`src/rtl/cpu_loader.sv`:
```
// cpu_loader: launches the path-planning CPU by holding it in reset, writing
// NUM_WORDS argument words into its data memory, then releasing it. It then
// watches the CPU for completion, optional timeout or an abort request.
// All outputs are registered and are decoded from the next state, so the
// outputs seen in a cycle always describe the state held in that cycle.
module cpu_loader #(
   parameter int          NUM_WORDS  = 4,
   parameter int          ARG_W      = 5,
   parameter logic [31:0] BASE_ADR   = 32'h02000000,
   parameter int          ADR_STRIDE = 4,
   parameter int          GAP_CYCLES = 1,
   parameter int          TIMEOUT    = 0
) (
   input  logic                       clk,
   input  logic                       rst_n,
   input  logic                       start,
   input  logic [NUM_WORDS*ARG_W-1:0] args,
   input  logic                       cpu_done,
   output logic                       reset,
   output logic                       Ext_MemWrite,
   output logic [31:0]                Ext_WriteData,
   output logic [31:0]                Ext_DataAdr,
   output logic                       busy,
   output logic                       done,
   output logic                       timeout
);

   localparam int IDX_W = (NUM_WORDS > 1) ? $clog2(NUM_WORDS) : 1;
   localparam int SLOTS = 1 << IDX_W;
   localparam logic [IDX_W-1:0] LAST_IDX = IDX_W'(NUM_WORDS - 1);
   localparam logic [3:0]       GAP_L    = 4'(GAP_CYCLES);
   localparam logic [31:0]      STRIDE_L = 32'(ADR_STRIDE);
   // RUN starts with the counter at 0; the pulse is registered one cycle after
   // the match, so matching at TIMEOUT-2 puts the pulse TIMEOUT cycles after
   // the release cycle.
   localparam logic [31:0]      TO_LIM   = (TIMEOUT >= 2) ? 32'(TIMEOUT - 2) : 32'd0;

   typedef enum logic [1:0] {
      S_IDLE,
      S_LOAD,
      S_RELEASE,
      S_RUN
   } state_t;

   state_t            state_q, state_d;
   logic [IDX_W-1:0]  idx_q, idx_d;
   logic [3:0]        phase_q, phase_d;     // 0 = write beat, 1..GAP = idle gap
   logic [31:0]       cnt_q, cnt_d;
   logic              reset_q, reset_d;
   logic              we_q, we_d;
   logic [31:0]       wdata_q, wdata_d;
   logic [31:0]       adr_q, adr_d;
   logic              busy_q, busy_d;
   logic              done_q, done_d;
   logic              timeout_q, timeout_d;

   // Argument words zero-extended to the bus width; unused slots read as zero
   // so any index value selects a defined word.
   logic [31:0] word_ext [SLOTS];

   genvar gi;
   generate
      for (gi = 0; gi < SLOTS; gi++) begin : g_words
         if (gi < NUM_WORDS) begin : g_used
            assign word_ext[gi] = 32'(args[gi*ARG_W +: ARG_W]);
         end else begin : g_pad
            assign word_ext[gi] = 32'd0;
         end
      end
   endgenerate

   // State register and registered outputs, synchronous active-low reset.
   always_ff @(posedge clk) begin
      if (!rst_n) begin
         state_q   <= S_IDLE;
         idx_q     <= '0;
         phase_q   <= '0;
         cnt_q     <= '0;
         reset_q   <= 1'b1;
         we_q      <= 1'b0;
         wdata_q   <= '0;
         adr_q     <= '0;
         busy_q    <= 1'b0;
         done_q    <= 1'b0;
         timeout_q <= 1'b0;
      end else begin
         state_q   <= state_d;
         idx_q     <= idx_d;
         phase_q   <= phase_d;
         cnt_q     <= cnt_d;
         reset_q   <= reset_d;
         we_q      <= we_d;
         wdata_q   <= wdata_d;
         adr_q     <= adr_d;
         busy_q    <= busy_d;
         done_q    <= done_d;
         timeout_q <= timeout_d;
      end
   end

   // Next-state sequencing, then output decode from the next state.
   always_comb begin
      state_d   = state_q;
      idx_d     = idx_q;
      phase_d   = phase_q;
      cnt_d     = cnt_q;
      reset_d   = reset_q;
      we_d      = 1'b0;
      wdata_d   = '0;
      adr_d     = '0;
      busy_d    = 1'b0;
      done_d    = 1'b0;
      timeout_d = 1'b0;

      case (state_q)
         S_IDLE: begin
            if (start) begin
               state_d = S_LOAD;
               idx_d   = '0;
               phase_d = '0;
            end
         end
         S_LOAD: begin
            // start and cpu_done are deliberately ignored while loading
            if (phase_q == GAP_L) begin
               phase_d = '0;
               if (idx_q == LAST_IDX) begin
                  state_d = S_RELEASE;
               end else begin
                  idx_d = idx_q + IDX_W'(1);
               end
            end else begin
               phase_d = phase_q + 4'd1;
            end
         end
         S_RELEASE: begin
            state_d = S_RUN;
            cnt_d   = '0;
         end
         S_RUN: begin
            cnt_d = cnt_q + 32'd1;
            // completion beats timeout, timeout beats an abort request
            if (cpu_done) begin
               done_d  = 1'b1;
               state_d = S_IDLE;
            end else if ((TIMEOUT != 0) && (cnt_q == TO_LIM)) begin
               timeout_d = 1'b1;
               state_d   = S_IDLE;
            end else if (start) begin
               state_d = S_LOAD;
               idx_d   = '0;
               phase_d = '0;
            end
         end
         default: begin
            state_d = S_IDLE;
         end
      endcase

      case (state_d)
         S_LOAD: begin
            reset_d = 1'b1;
            busy_d  = 1'b1;
            if (phase_d == 4'd0) begin
               we_d    = 1'b1;
               wdata_d = word_ext[idx_d];
               adr_d   = BASE_ADR + 32'(idx_d) * STRIDE_L;
            end
         end
         S_RELEASE, S_RUN: begin
            reset_d = 1'b0;
            busy_d  = 1'b1;
         end
         default: begin
            // IDLE keeps the CPU running after completion, but a timeout
            // puts it back into reset.
            if (timeout_d) begin
               reset_d = 1'b1;
            end
         end
      endcase
   end

   assign reset         = reset_q;
   assign Ext_MemWrite  = we_q;
   assign Ext_WriteData = wdata_q;
   assign Ext_DataAdr   = adr_q;
   assign busy          = busy_q;
   assign done          = done_q;
   assign timeout       = timeout_q;

endmodule
```
`config.mk`:
```
export PLATFORM = sky130hd
export DESIGN_NAME = cpu_loader
export DESIGN_NICKNAME = d
export VERILOG_FILES = /design/src/rtl/cpu_loader.sv
export SDC_FILE = /design/constraint.sdc
export NUM_CORES = 1
export LEC_CHECK = 0
export ABC_AREA = 0
export CORE_AREA = 5 5 74 76
export DETAILED_ROUTE_END_ITERATION = 10
export DIE_AREA = 0 0 79 81
export MAX_ROUTING_LAYER = met4
export PLACE_DENSITY = 0.75
export SYNTH_ARGS = -nofsm -noshare
export SYNTH_HDL_FRONTEND = slang
export SYNTH_SLANG_ARGS = --single-unit
```
`constraint.sdc`:
```
create_clock -name clk -period 1.8 [get_ports clk]
set_input_delay 0.27 -clock clk [delete_from_list [all_inputs] [get_ports clk]]
set_output_delay 0.27 -clock clk [all_outputs]
set_load 0.02 [all_outputs]
```
# Word-level counts from Yosys, hierarchy flattened
# Index checks and enable logic that the tools add are counted.
[totals]
ff_bits = 76
input_bits = 24
output_inout_bits = 69
[classes]
n_reduce_logical = 8
order_cmp = 1
n_addsub = 3
muxes = 21
bitwise_logic = 1
n_eq_ne = 8
[ops]
columns = ["operator", "n"]
rows = [
  ["$bmux W32 S2", 1],
  ["$mux W32", 2],
  ["$add A26 B4 Y27 const A", 1],
  ["$mux W2", 8],
  ["$mux W4", 3],
  ["$pmux W4 S3", 1],
  ["$eq A2 B2 Y1 const B", 5],
  ["$pmux W2 S4", 1],
  ["$pmux W2 S3", 1],
  ["$add A4 B1 Y4 const B", 1],
  ["$eq A2 B1 Y1 const B", 2],
  ["$eq A4 B1 Y1 const B", 1],
  ["$logic_not A4 Y1", 1],
  ["$reduce_and A2 Y1", 2],
  ["$ge A3 B3 Y1 const B", 1],
  ["$mux W1", 3],
  ["$not A2 Y3", 1],
  ["$reduce_and A3 Y1", 1],
  ["$reduce_or A3 Y1", 1],
  ["$add A2 B1 Y2 const B", 1],
  ["$logic_not A2 Y1", 1],
  ["$pmux W1 S2", 1],
  ["$reduce_bool A2 Y1", 1],
  ["$reduce_or A2 Y1", 1],
]

# Logic depth before layout (Yosys ltp)
# Gate-level depths: netlist of the first run.
[logic_depth]
ltp_word = 8
ltp_mapped = 8

# Least setup slack after synthesis of the first run
# No wires, ideal clock.
[synth_timing]
path_type = "register to register"
from = "register phase_q[0]"
to = "register wdata_q[0], in the netlist Ext_WriteData[0]"
path_stages_with_launch = 8
path_slack_ns = 0.103
setup_time_ns = 0.125
arrival_ns = 1.572
path_cell_list = "dfxtp_1 -> ha_1 -> nor3b_2 -> a21o_2 -> nand3_2 -> buf_12 -> a211oi_1 -> a211oi_1"
[synth_between]
elab_chain_cells = 7
[synth_rtl]
columns = ["item", "line", "source"]
rows = [
  ["start, declared", "47", "logic [3:0] phase_q, phase_d;"],
  ["start signal, assigned", "89", "phase_q <= phase_d;"],
  ["branches (longest 7 deep; another with $add A4 B1 Y4)", "n/a", ""],
  ["end signal, assigned", "93", "wdata_q <= wdata_d;"],
  ["end, declared", "51", "logic [31:0] wdata_q, wdata_d;"],
]
# Parallel ways; which one is timed is not known. The select of a mux whose other input is x is not followed.
# A chain may end at the register's enable or synchronous reset.

# Worst setup path after layout of the first run
[layout_timing]
from = "register phase_q[0]"
to = "register wdata_q[4], in the netlist Ext_WriteData[4]"
# The elaborated chain is that of the path after synthesis.

==> results of run 1 <==
==> worst reg2reg max path: cells and delay by family (launching register included) <==
family	cells	cell delay, ns
adders and majority gates	1	0.20
DFF	1	0.34
AOI/OAI and AO/OA	3	0.60
buffers and inverters	1	0.15
and+or+nand+nor	2	0.41
==> cell usage in the layout, fill, tap and decap left out, types with 3 or more instances in the layout <==
cell type / n
sky130_fd_sc_hd__a211oi_1: 4
sky130_fd_sc_hd__a211oi_2: 7
sky130_fd_sc_hd__a21oi_1: 5
sky130_fd_sc_hd__a31oi_1: 3
sky130_fd_sc_hd__and2_1: 3
sky130_fd_sc_hd__and4_2: 4
sky130_fd_sc_hd__buf_4: 16
sky130_fd_sc_hd__clkbuf_8: 3
sky130_fd_sc_hd__clkdlybuf4s50_1: 35
sky130_fd_sc_hd__conb_1: 57
sky130_fd_sc_hd__dfxtp_1: 17
sky130_fd_sc_hd__dfxtp_2: 3
sky130_fd_sc_hd__inv_1: 6
sky130_fd_sc_hd__mux2i_1: 5
sky130_fd_sc_hd__nand2_1: 4
sky130_fd_sc_hd__nor2_1: 10
==> cells in the mapped netlist (2+ instances only) <==
library cell / instances
sky130_fd_sc_hd__nand2b_1: 2
sky130_fd_sc_hd__and2_1: 3
sky130_fd_sc_hd__and4_2: 4
sky130_fd_sc_hd__ha_1: 2
sky130_fd_sc_hd__a21oi_1: 5
sky130_fd_sc_hd__a211oi_1: 10
sky130_fd_sc_hd__o21ai_0: 3
sky130_fd_sc_hd__dfxtp_1: 20
sky130_fd_sc_hd__nor2_1: 10
sky130_fd_sc_hd__o211ai_1: 2
sky130_fd_sc_hd__inv_1: 7
sky130_fd_sc_hd__and3_1: 2
sky130_fd_sc_hd__mux2i_1: 5
sky130_fd_sc_hd__nand4b_2: 2
sky130_fd_sc_hd__nand3b_1: 2
sky130_fd_sc_hd__a31oi_1: 3
sky130_fd_sc_hd__buf_4: 58
sky130_fd_sc_hd__nand2_1: 4
==> worst max path at each step <==
stage | to | slack, ns | cells after the start
after global placement | Ext_WriteData[0]$_SDFF_PN0_ | -0.16 | 6
after CTS | Ext_DataAdr[25]$_SDFF_PN0_ | 0.03 | 8
final | Ext_WriteData[4]$_SDFF_PN0_ | 0.02 | 7
after global routing | Ext_WriteData[1]$_SDFF_PN0_ | -0.11 | 7
after detailed placement | Ext_WriteData[0]$_SDFF_PN0_ | -0.20 | 6
after floorplan | Ext_WriteData[0]$_SDFF_PN0_ | 0.10 | 7
==> layout make-up <==
type	count	area, um^2	share of cell area
sequential	20	404.1	0.2077
tap	54	67.56	0.03473
clock buffer	3	41.29	0.02122
timing repair buffer	53	501.7	0.2579
inverter	7	26.28	0.01350
multi-input combinational	136	904.6	0.4650
==> logic make-up (layout without fill, tap and decap cells) <==
logic type      Yosys count  count (layout)  synth area share
fa+ha+maj                 2               2           0.01685
mux                       5               5           0.03370
other cells               1              57          0.002525
flops                    20              20            0.2696
buf+inv                  68              63            0.3353
xor+xnor                  1               1          0.005898
simple gates             40              40            0.1820
compound gates           31              31            0.1542
==> through the flow <==
step                TNS (ns)    util  instances  hold WS, ns
floorplan                  0       -        224       0.3462
global placement      -1.174  0.3758        265       0.5009
CTS                        0  0.3866        268       0.5195
global route         -0.4948  0.4175        273       0.5778
detailed placement    -1.400  0.3758        265       0.5070
finish                     0  0.4175        273       0.5102
==> state kept, by name (all words and copies together), names as in the netlist <==
name,count
Ext_WriteData,5
phase_q,4
Ext_DataAdr,3
idx_q,2
state_q,2
Ext_MemWrite,1
busy,1
done,1
reset,1
==> repair_timing <==
item                                    4_1_cts  5_1_grt
pin swaps                                     0        7
buffers inserted                              0        5
endpoints found under the setup margin        5        7
hold endpoints to repair                      0        0
resized for setup                             1       22
==> where the power goes <==
group / leakage [nW] / switching (mW) / internal (mW) / total [mW]
Combinational: 0.727 / 0.215 / 0.141 / 0.356
Clock: 0.0216 / 0.136 / 0.149 / 0.285
Sequential: 0.165 / 0.00938 / 0.461 / 0.471
==> metal layers <==
layer / track usage / part of all wire
met5: - / 0
met1: 0.1015 / 0.38
met2: 0.1582 / 0.53
met3: 0.01996 / 0.093
met4: 0.03093 / 0.0049
==> flow_summary.html, run 1 <==
<table>
<tr><th>Metric</th><th>Value</th></tr>
<tr><th colspan="2">Status</th></tr>
<tr><td>Run status</td><td>complete, no violations</td></tr>
<tr><th colspan="2">Worst hold path</th></tr>
<tr><td>Worst hold path type</td><td>flip-flop to flip-flop</td></tr>
<tr><td>Startpoint of the worst hold path</td><td>reset$_SDFFE_PN1P_</td></tr>
<tr><td>Capture endpoint of the worst hold path</td><td>reset$_SDFFE_PN1P_</td></tr>
<tr><td>Hold Path Stages</td><td>2</td></tr>
<tr><th colspan="2">Global route</th></tr>
<tr><td>Grt total ovfl</td><td>0</td></tr>
<tr><td>Overall fraction of global-route tracks in use</td><td>0.09017</td></tr>
<tr><td>Initial antenna violation count</td><td>0</td></tr>
<tr><td>First-pass GRT wire length</td><td>around 4.5 mm</td></tr>
<tr><td>Vias in the first global route</td><td>~1100</td></tr>
<tr><td>Largest net degree at the start of global routing</td><td>13</td></tr>
<tr><th colspan="2">Timing</th></tr>
<tr><td>RSZ-0062 raised after global routing</td><td>yes</td></tr>
<tr><td>Final period utilization</td><td>0.9875</td></tr>
<tr><td>Slew Viols, Final</td><td>0</td></tr>
<tr><td>Final setup viols</td><td>0</td></tr>
<tr><td>Worst setup skew after layout</td><td>around 0.0023 ns</td></tr>
<tr><td>Number of failing hold endpoints at the final stage</td><td>0</td></tr>
<tr><td>Setup ws final</td><td>about 0.022 ns</td></tr>
<tr><td>Fmax</td><td>between 0.5 and 0.6 GHz</td></tr>
<tr><td>Final min period</td><td>approximately 1.8 ns</td></tr>
<tr><th colspan="2">Critical path</th></tr>
<tr><td>Data required, critical path</td><td>1.98 ns</td></tr>
<tr><td>CP Capture Type</td><td>flip-flop</td></tr>
<tr><td>Worst-path maximum fanout</td><td>8</td></tr>
<tr><td>Cell count of the worst reg-to-reg path</td><td>7</td></tr>
<tr><td>Worst reg2reg startpoint</td><td>phase_q[0]$_SDFF_PN0_</td></tr>
<tr><td>Startpoint Class</td><td>flip-flop</td></tr>
<tr><td>Library cell appearing most often on the critical path</td><td>sky130_fd_sc_hd__a211oi_2</td></tr>
<tr><td>Count of buffer and inverter cells on the critical path</td><td>1</td></tr>
<tr><td>Category of cells accounting for the largest share of critical-path delay</td><td>compound AO/OA/AOI/OAI gates</td></tr>
<tr><td>Cell at the slowest stage of the critical path</td><td>sky130_fd_sc_hd__dfxtp_2</td></tr>
<tr><td>Ordered list of cells on the worst path</td><td>buf_4, ha_1, nand3b_1, a211oi_2, a311oi_2, nand4b_4, a211oi_2</td></tr>
<tr><td>Worst setup path category</td><td>flip-flop to flip-flop</td></tr>
<tr><td>Setup slack on the worst flop-to-flop path</td><td>around 0.022 ns</td></tr>
<tr><td>Worst r2r dst</td><td>Ext_WriteData[4]$_SDFF_PN0_</td></tr>
<tr><td>Launch point of the worst path</td><td>phase_q[0]$_SDFF_PN0_</td></tr>
<tr><td>Peak per-stage delay on the critical path</td><td>~0.34 ns</td></tr>
<tr><td>Endpoint arrival time on the critical path</td><td>1.96 ns</td></tr>
<tr><th colspan="2">Cells and area</th></tr>
<tr><td>Net total in the final layout</td><td>~250</td></tr>
<tr><td>Layout cell share with drive strength beyond 1</td><td>0.2192</td></tr>
<tr><td>Area delta synth-&gt;final</td><td>31.00%</td></tr>
<tr><td>Final-layout fill cell count</td><td>approximately 450</td></tr>
<tr><td>Final instance area</td><td>a little under 2000 um^2</td></tr>
<tr><td>Ant. Diodes</td><td>0</td></tr>
<tr><th colspan="2">Die</th></tr>
<tr><td>Initial core utilization</td><td>0.3187</td></tr>
<tr><td>Horizontal die dimension</td><td>79 um</td></tr>
<tr><td>Number of top-level design ports</td><td>93</td></tr>
<tr><td>Row count</td><td>25</td></tr>
<tr><td>Total core area</td><td>around 4700 um^2</td></tr>
<tr><td>Area enclosed by the die boundary</td><td>about 6400 um^2</td></tr>
<tr><td>Die Ht</td><td>around 81 um</td></tr>
<tr><th colspan="2">Clock network</th></tr>
<tr><td>Hold buffers post-CTS</td><td>0</td></tr>
<tr><td>Sinks on Clock Net</td><td>20</td></tr>
<tr><td>CTS buffer count</td><td>3</td></tr>
<tr><td># H-tree levels</td><td>1</td></tr>
<tr><td>Clock tree from TritonCTS</td><td>done</td></tr>
<tr><td>Clk Latency, worst-skew pair</td><td>between 0.2 and 0.3 ns</td></tr>
<tr><td>Maximum clock path buffer count</td><td>2</td></tr>
<tr><td>CTS root buffer</td><td>sky130_fd_sc_hd__clkbuf_8</td></tr>
<tr><td>CTS clock-pin slew for the worst setup and hold paths</td><td>0.07 ns</td></tr>
<tr><th colspan="2">Synthesis</th></tr>
<tr><td>Post-synth top flop</td><td>sky130_fd_sc_hd__dfxtp_1</td></tr>
<tr><td>Synthesized instance count</td><td>between 150 and 200</td></tr>
<tr><td>Register area share after synthesis</td><td>0.2696</td></tr>
<tr><td>Synth Warn #</td><td>0</td></tr>
<tr><td>Number of distinct library cells after synthesis</td><td>between 40 and 50</td></tr>
<tr><td>Biggest area consumer among synthesized cells</td><td>sky130_fd_sc_hd__buf_4</td></tr>
<tr><td>Ranking of synthesized cells by area</td><td>sky130_fd_sc_hd__buf_4, sky130_fd_sc_hd__dfxtp_1, sky130_fd_sc_hd__a211oi_1</td></tr>
<tr><td>Post-synthesis async set-or-reset flop share</td><td>0</td></tr>
<tr><td>Netlist Area Pre-Place</td><td>between 1000 and 1500 um^2</td></tr>
<tr><td>FF+latch count, synth</td><td>20</td></tr>
<tr><td>Per-instance average area after synthesis</td><td>around 9 um^2</td></tr>
<tr><td>Number of enable-type register cells in the synthesized netlist</td><td>0</td></tr>
<tr><td>Share of the synthesized area in the top cell type</td><td>0.2932</td></tr>
<tr><th colspan="2">Pwr</th></tr>
<tr><td>Power per cell area</td><td>about 570 nW/um^2</td></tr>
<tr><td>Design Power</td><td>roughly 1.1 mW</td></tr>
<tr><td>Peak ir drop on the vdd network</td><td>around 210 uV</td></tr>
<tr><td>P_leak</td><td>a little over 0.9 nW</td></tr>
<tr><th colspan="2">Drt</th></tr>
<tr><td>Count of TritonRoute iterations in the first routing pass</td><td>4</td></tr>
<tr><td>Final antenna-violating net count</td><td>0</td></tr>
<tr><td>Remaining design rule violation count</td><td>0</td></tr>
<tr><td>Count of vias placed by the detailed router</td><td>approximately 1200</td></tr>
<tr><td>Vias/cell</td><td>between 4 and 5</td></tr>
<tr><td>Initial DRC Count</td><td>76</td></tr>
<tr><td>Total wirelength of the detailed-routed design</td><td>roughly 3.3 mm</td></tr>
<tr><td>Routed WL per cell</td><td>11.99 um</td></tr>
<tr><th colspan="2">Placement</th></tr>
<tr><td>Area of placed instances</td><td>1752 um^2</td></tr>
<tr><td>Port Buf Inserts</td><td>35</td></tr>
<tr><td>Post-placement worst setup slack</td><td>-0.2002 ns</td></tr>
<tr><td>HPWL after DPL</td><td>about 2.5 mm</td></tr>
<tr><td>Routability Congestion</td><td>approximately 0.8</td></tr>
<tr><th colspan="2">Job</th></tr>
<tr><td>Max-cap violations</td><td>0</td></tr>
</table>
(Power assumes the default switching activity.)
==> inputs of run 2 (changes only) <==
--- a/config.mk
+++ b/config.mk
@@ -9,8 +9,8 @@
 export CORE_AREA = 5 5 74 76
 export DETAILED_ROUTE_END_ITERATION = 10
 export DIE_AREA = 0 0 79 81
-export MAX_ROUTING_LAYER = met4
 export PLACE_DENSITY = 0.75
 export SYNTH_ARGS = -nofsm -noshare
 export SYNTH_HDL_FRONTEND = slang
 export SYNTH_SLANG_ARGS = --single-unit
+export TNS_END_PERCENT = 100
==> run 2 against run 1 <==
  * Clock-buffer cell count unchanged
  * Final cell count unchanged
  * Sequential cell count is the same
  * Sequential power is essentially flat
  * Fmax increased by 0.24%
  * Utilization unchanged
  * Global-route usage down 0.25 points
  * Critical path depth did not move
  * Cell area unchanged
  * First-iteration DRC count is the same
  * Clock skew down 0.00055 ns
  * Sequential share of layout area unchanged
==> flow_summary.html, run 2 (same netlist as run 1, synthesis figures left out) <==
<table>
<tr><th>Metric</th><th>Value</th></tr>
<tr><th colspan="2">Timing</th></tr>
<tr><td>Final setup viols</td><td>0</td></tr>
<tr><td>Fmax</td><td>0.5640 GHz</td></tr>
<tr><td>Slew Viols, Final</td><td>0</td></tr>
<tr><td>Worst setup skew after layout</td><td>about 0.0017 ns</td></tr>
<tr><td>Final period utilization</td><td>0.9851</td></tr>
<tr><td>RSZ-0062 raised after global routing</td><td>yes</td></tr>
<tr><td>Final min period</td><td>approximately 1.8 ns</td></tr>
<tr><td>Fin Hold WS</td><td>around 0.5 ns</td></tr>
<tr><td>Number of failing hold endpoints at the final stage</td><td>0</td></tr>
<tr><th colspan="2">Status</th></tr>
<tr><td>Run status</td><td>complete, no violations</td></tr>
<tr><th colspan="2">Drt</th></tr>
<tr><td>Initial DRC Count</td><td>76</td></tr>
<tr><td>Final antenna-violating net count</td><td>0</td></tr>
<tr><td>Count of TritonRoute iterations in the first routing pass</td><td>4</td></tr>
<tr><td>Vias/cell</td><td>roughly 4.4</td></tr>
<tr><td>Count of vias placed by the detailed router</td><td>between 1000 and 1500</td></tr>
<tr><td>Routed WL per cell</td><td>approximately 12 um</td></tr>
<tr><td>Remaining design rule violation count</td><td>0</td></tr>
<tr><td>Total wirelength of the detailed-routed design</td><td>approximately 3.3 mm</td></tr>
<tr><th colspan="2">Cells and area</th></tr>
<tr><td>Ant. Diodes</td><td>0</td></tr>
<tr><td>Net total in the final layout</td><td>around 250</td></tr>
<tr><td>End-of-flow core utilization</td><td>0.4175</td></tr>
<tr><td>Register area</td><td>between 400 and 500 um^2</td></tr>
<tr><td>Most common cell after layout, fill and taps aside</td><td>sky130_fd_sc_hd__conb_1</td></tr>
<tr><td>Flip-flop count of the largest register after layout</td><td>5</td></tr>
<tr><td>Final-layout fill cell count</td><td>~450</td></tr>
<tr><td>Area delta synth-&gt;final</td><td>31.00%</td></tr>
<tr><td>Layout cell share with drive strength beyond 1</td><td>0.2192</td></tr>
<tr><td>Area used by multi-input combinational logic</td><td>a little over 900 um^2</td></tr>
<tr><td>Highest-count cells in the layout ignoring fill and taps</td><td>sky130_fd_sc_hd__conb_1, sky130_fd_sc_hd__clkdlybuf4s50_1, sky130_fd_sc_hd__dfxtp_1, sky130_fd_sc_hd__buf_4, sky130_fd_sc_hd__nor2_1</td></tr>
<tr><th colspan="2">Clock network</th></tr>
<tr><td>Maximum clock path buffer count</td><td>2</td></tr>
<tr><td>Clock tree from TritonCTS</td><td>done</td></tr>
<tr><td>CTS clock-pin slew for the worst setup and hold paths</td><td>0.07 ns</td></tr>
<tr><td>CTS buffer count</td><td>3</td></tr>
<tr><td>Clk Latency, worst-skew pair</td><td>roughly 0.25 ns</td></tr>
<tr><td># H-tree levels</td><td>1</td></tr>
<tr><td>CTS root buffer</td><td>sky130_fd_sc_hd__clkbuf_8</td></tr>
<tr><td>Sinks on Clock Net</td><td>20</td></tr>
<tr><th colspan="2">Critical path</th></tr>
<tr><td>Worst-path maximum fanout</td><td>8</td></tr>
<tr><td>Startpoint Class</td><td>flip-flop</td></tr>
<tr><td>Data required, critical path</td><td>about 2.0 ns</td></tr>
<tr><td>Ordered list of cells on the worst path</td><td>inv_2, ha_4, or3b_4, buf_6, o211ai_1, nand4b_4, a211oi_2</td></tr>
<tr><td>Endpoint arrival time on the critical path</td><td>around 2 ns</td></tr>
<tr><td>Worst setup path category</td><td>flip-flop to flip-flop</td></tr>
<tr><td>Peak per-stage delay on the critical path</td><td>about 0.43 ns</td></tr>
<tr><td>CP Capture Type</td><td>flip-flop</td></tr>
<tr><td>Cell at the slowest stage of the critical path</td><td>sky130_fd_sc_hd__or3b_4</td></tr>
<tr><th colspan="2">Die</th></tr>
<tr><td>Die Ht</td><td>~81 um</td></tr>
<tr><td>Initial core utilization</td><td>0.3187</td></tr>
<tr><td>Number of top-level design ports</td><td>93</td></tr>
<tr><td>Area enclosed by the die boundary</td><td>6399 um^2</td></tr>
<tr><td>Total core area</td><td>roughly 4700 um^2</td></tr>
<tr><td>Row count</td><td>25</td></tr>
<tr><td>Horizontal die dimension</td><td>79 um</td></tr>
<tr><th colspan="2">Placement</th></tr>
<tr><td>Routability Congestion</td><td>0.7838</td></tr>
<tr><td>HPWL after DPL</td><td>2.505 mm</td></tr>
<tr><td>Port Buf Inserts</td><td>35</td></tr>
<tr><th colspan="2">Global route</th></tr>
<tr><td>Vias in the first global route</td><td>approximately 1100</td></tr>
<tr><td>Largest net degree at the start of global routing</td><td>13</td></tr>
<tr><td>Grt total ovfl</td><td>0</td></tr>
<tr><td>First-pass GRT wire length</td><td>roughly 4.5 mm</td></tr>
<tr><td>Initial antenna violation count</td><td>0</td></tr>
<tr><td>Overall fraction of global-route tracks in use</td><td>0.08765</td></tr>
<tr><th colspan="2">Job</th></tr>
<tr><td>Max-cap violations</td><td>0</td></tr>
<tr><th colspan="2">Pwr</th></tr>
<tr><td>Peak ir drop on the vdd network</td><td>approximately 210 uV</td></tr>
<tr><td>Power per cell area</td><td>approximately 570 nW/um^2</td></tr>
<tr><td>Design Power</td><td>between 1 and 1.5 mW</td></tr>
<tr><td>P_leak</td><td>a little over 0.9 nW</td></tr>
<tr><th colspan="2">Worst hold path</th></tr>
<tr><td>Worst hold path type</td><td>flip-flop to flip-flop</td></tr>
</table>
-- run 2: cell counts in the layout (fill, tap and decap cells not counted) --
No cell type changed its count.
-- run 2: worst paths after layout --
check	startpoint	to	slack [ns]	depth (start not counted)
worst max-delay path	phase_q[1]$_SDFF_PN0_	Ext_WriteData[4]$_SDFF_PN0_	0.03	7
worst min register to register	reset$_SDFFE_PN1P_	reset$_SDFFE_PN1P_	0.51	2
worst max register to register	phase_q[1]$_SDFF_PN0_	Ext_WriteData[4]$_SDFF_PN0_	0.03	7
worst min-delay path	reset$_SDFFE_PN1P_	reset$_SDFFE_PN1P_	0.51	2
-- run 2: layout make-up --
cell class,count,area share
timing repair buffer,53,0.2579
tap,54,0.03473
inverter,7,0.01350
clock buffer,3,0.02122
sequential,20,0.2077
multi-input combinational,136,0.4650
-- run 2: per-stage QoR --
| stage | cells | TNS, ns | area [um^2] | worst slack [ns] |
|---|---|---|---|---|
| 6_report | 273 | 0 | 1946 | 0.02682 |
| 5_1_grt | 273 | -0.6437 | 1946 | -0.1327 |
| 4_1_cts | 268 | 0 | 1802 | 0.02923 |
| 3_5_place_dp | 265 | -1.400 | 1752 | -0.2002 |
| 3_3_place_gp | 265 | -1.174 | 1752 | -0.1558 |
| 2_1_floorplan | 224 | 0 | 1695 | 0.1033 |
-- run 2: metal layers --
layer  GRT usage  share of wire  vias up
met1      0.1008           0.37      558
met4     0.03093         0.0095        0
li1            -              -      569
met5           0              0        -
met3     0.02106          0.096        4
met2      0.1582           0.52       67
-- run 2: repair_timing --
item | in CTS | in global routing
gates resized for setup | 1 | 22
buffers inserted | 0 | 5
endpoints found under the setup margin | 5 | 7
hold buffers | 0 | 0
pin swaps | 0 | 7
-- run 2: power by group --
group          leakage, nW  internal [mW]  total (mW)  switching [mW]
clock network       0.0216          0.149       0.284           0.135
logic                0.727          0.141       0.356           0.215
registers            0.165          0.461       0.471         0.00937
total                0.913          0.751        1.11           0.359
-- run 2: worst max-delay path, delay by kind of cell (launching register included) --
family | cells | cell delay (ns)
flops | 1 | 0.32
fa+ha+maj | 1 | 0.13
simple gates | 2 | 0.67
compound gates | 2 | 0.38
buf+inv | 2 | 0.19
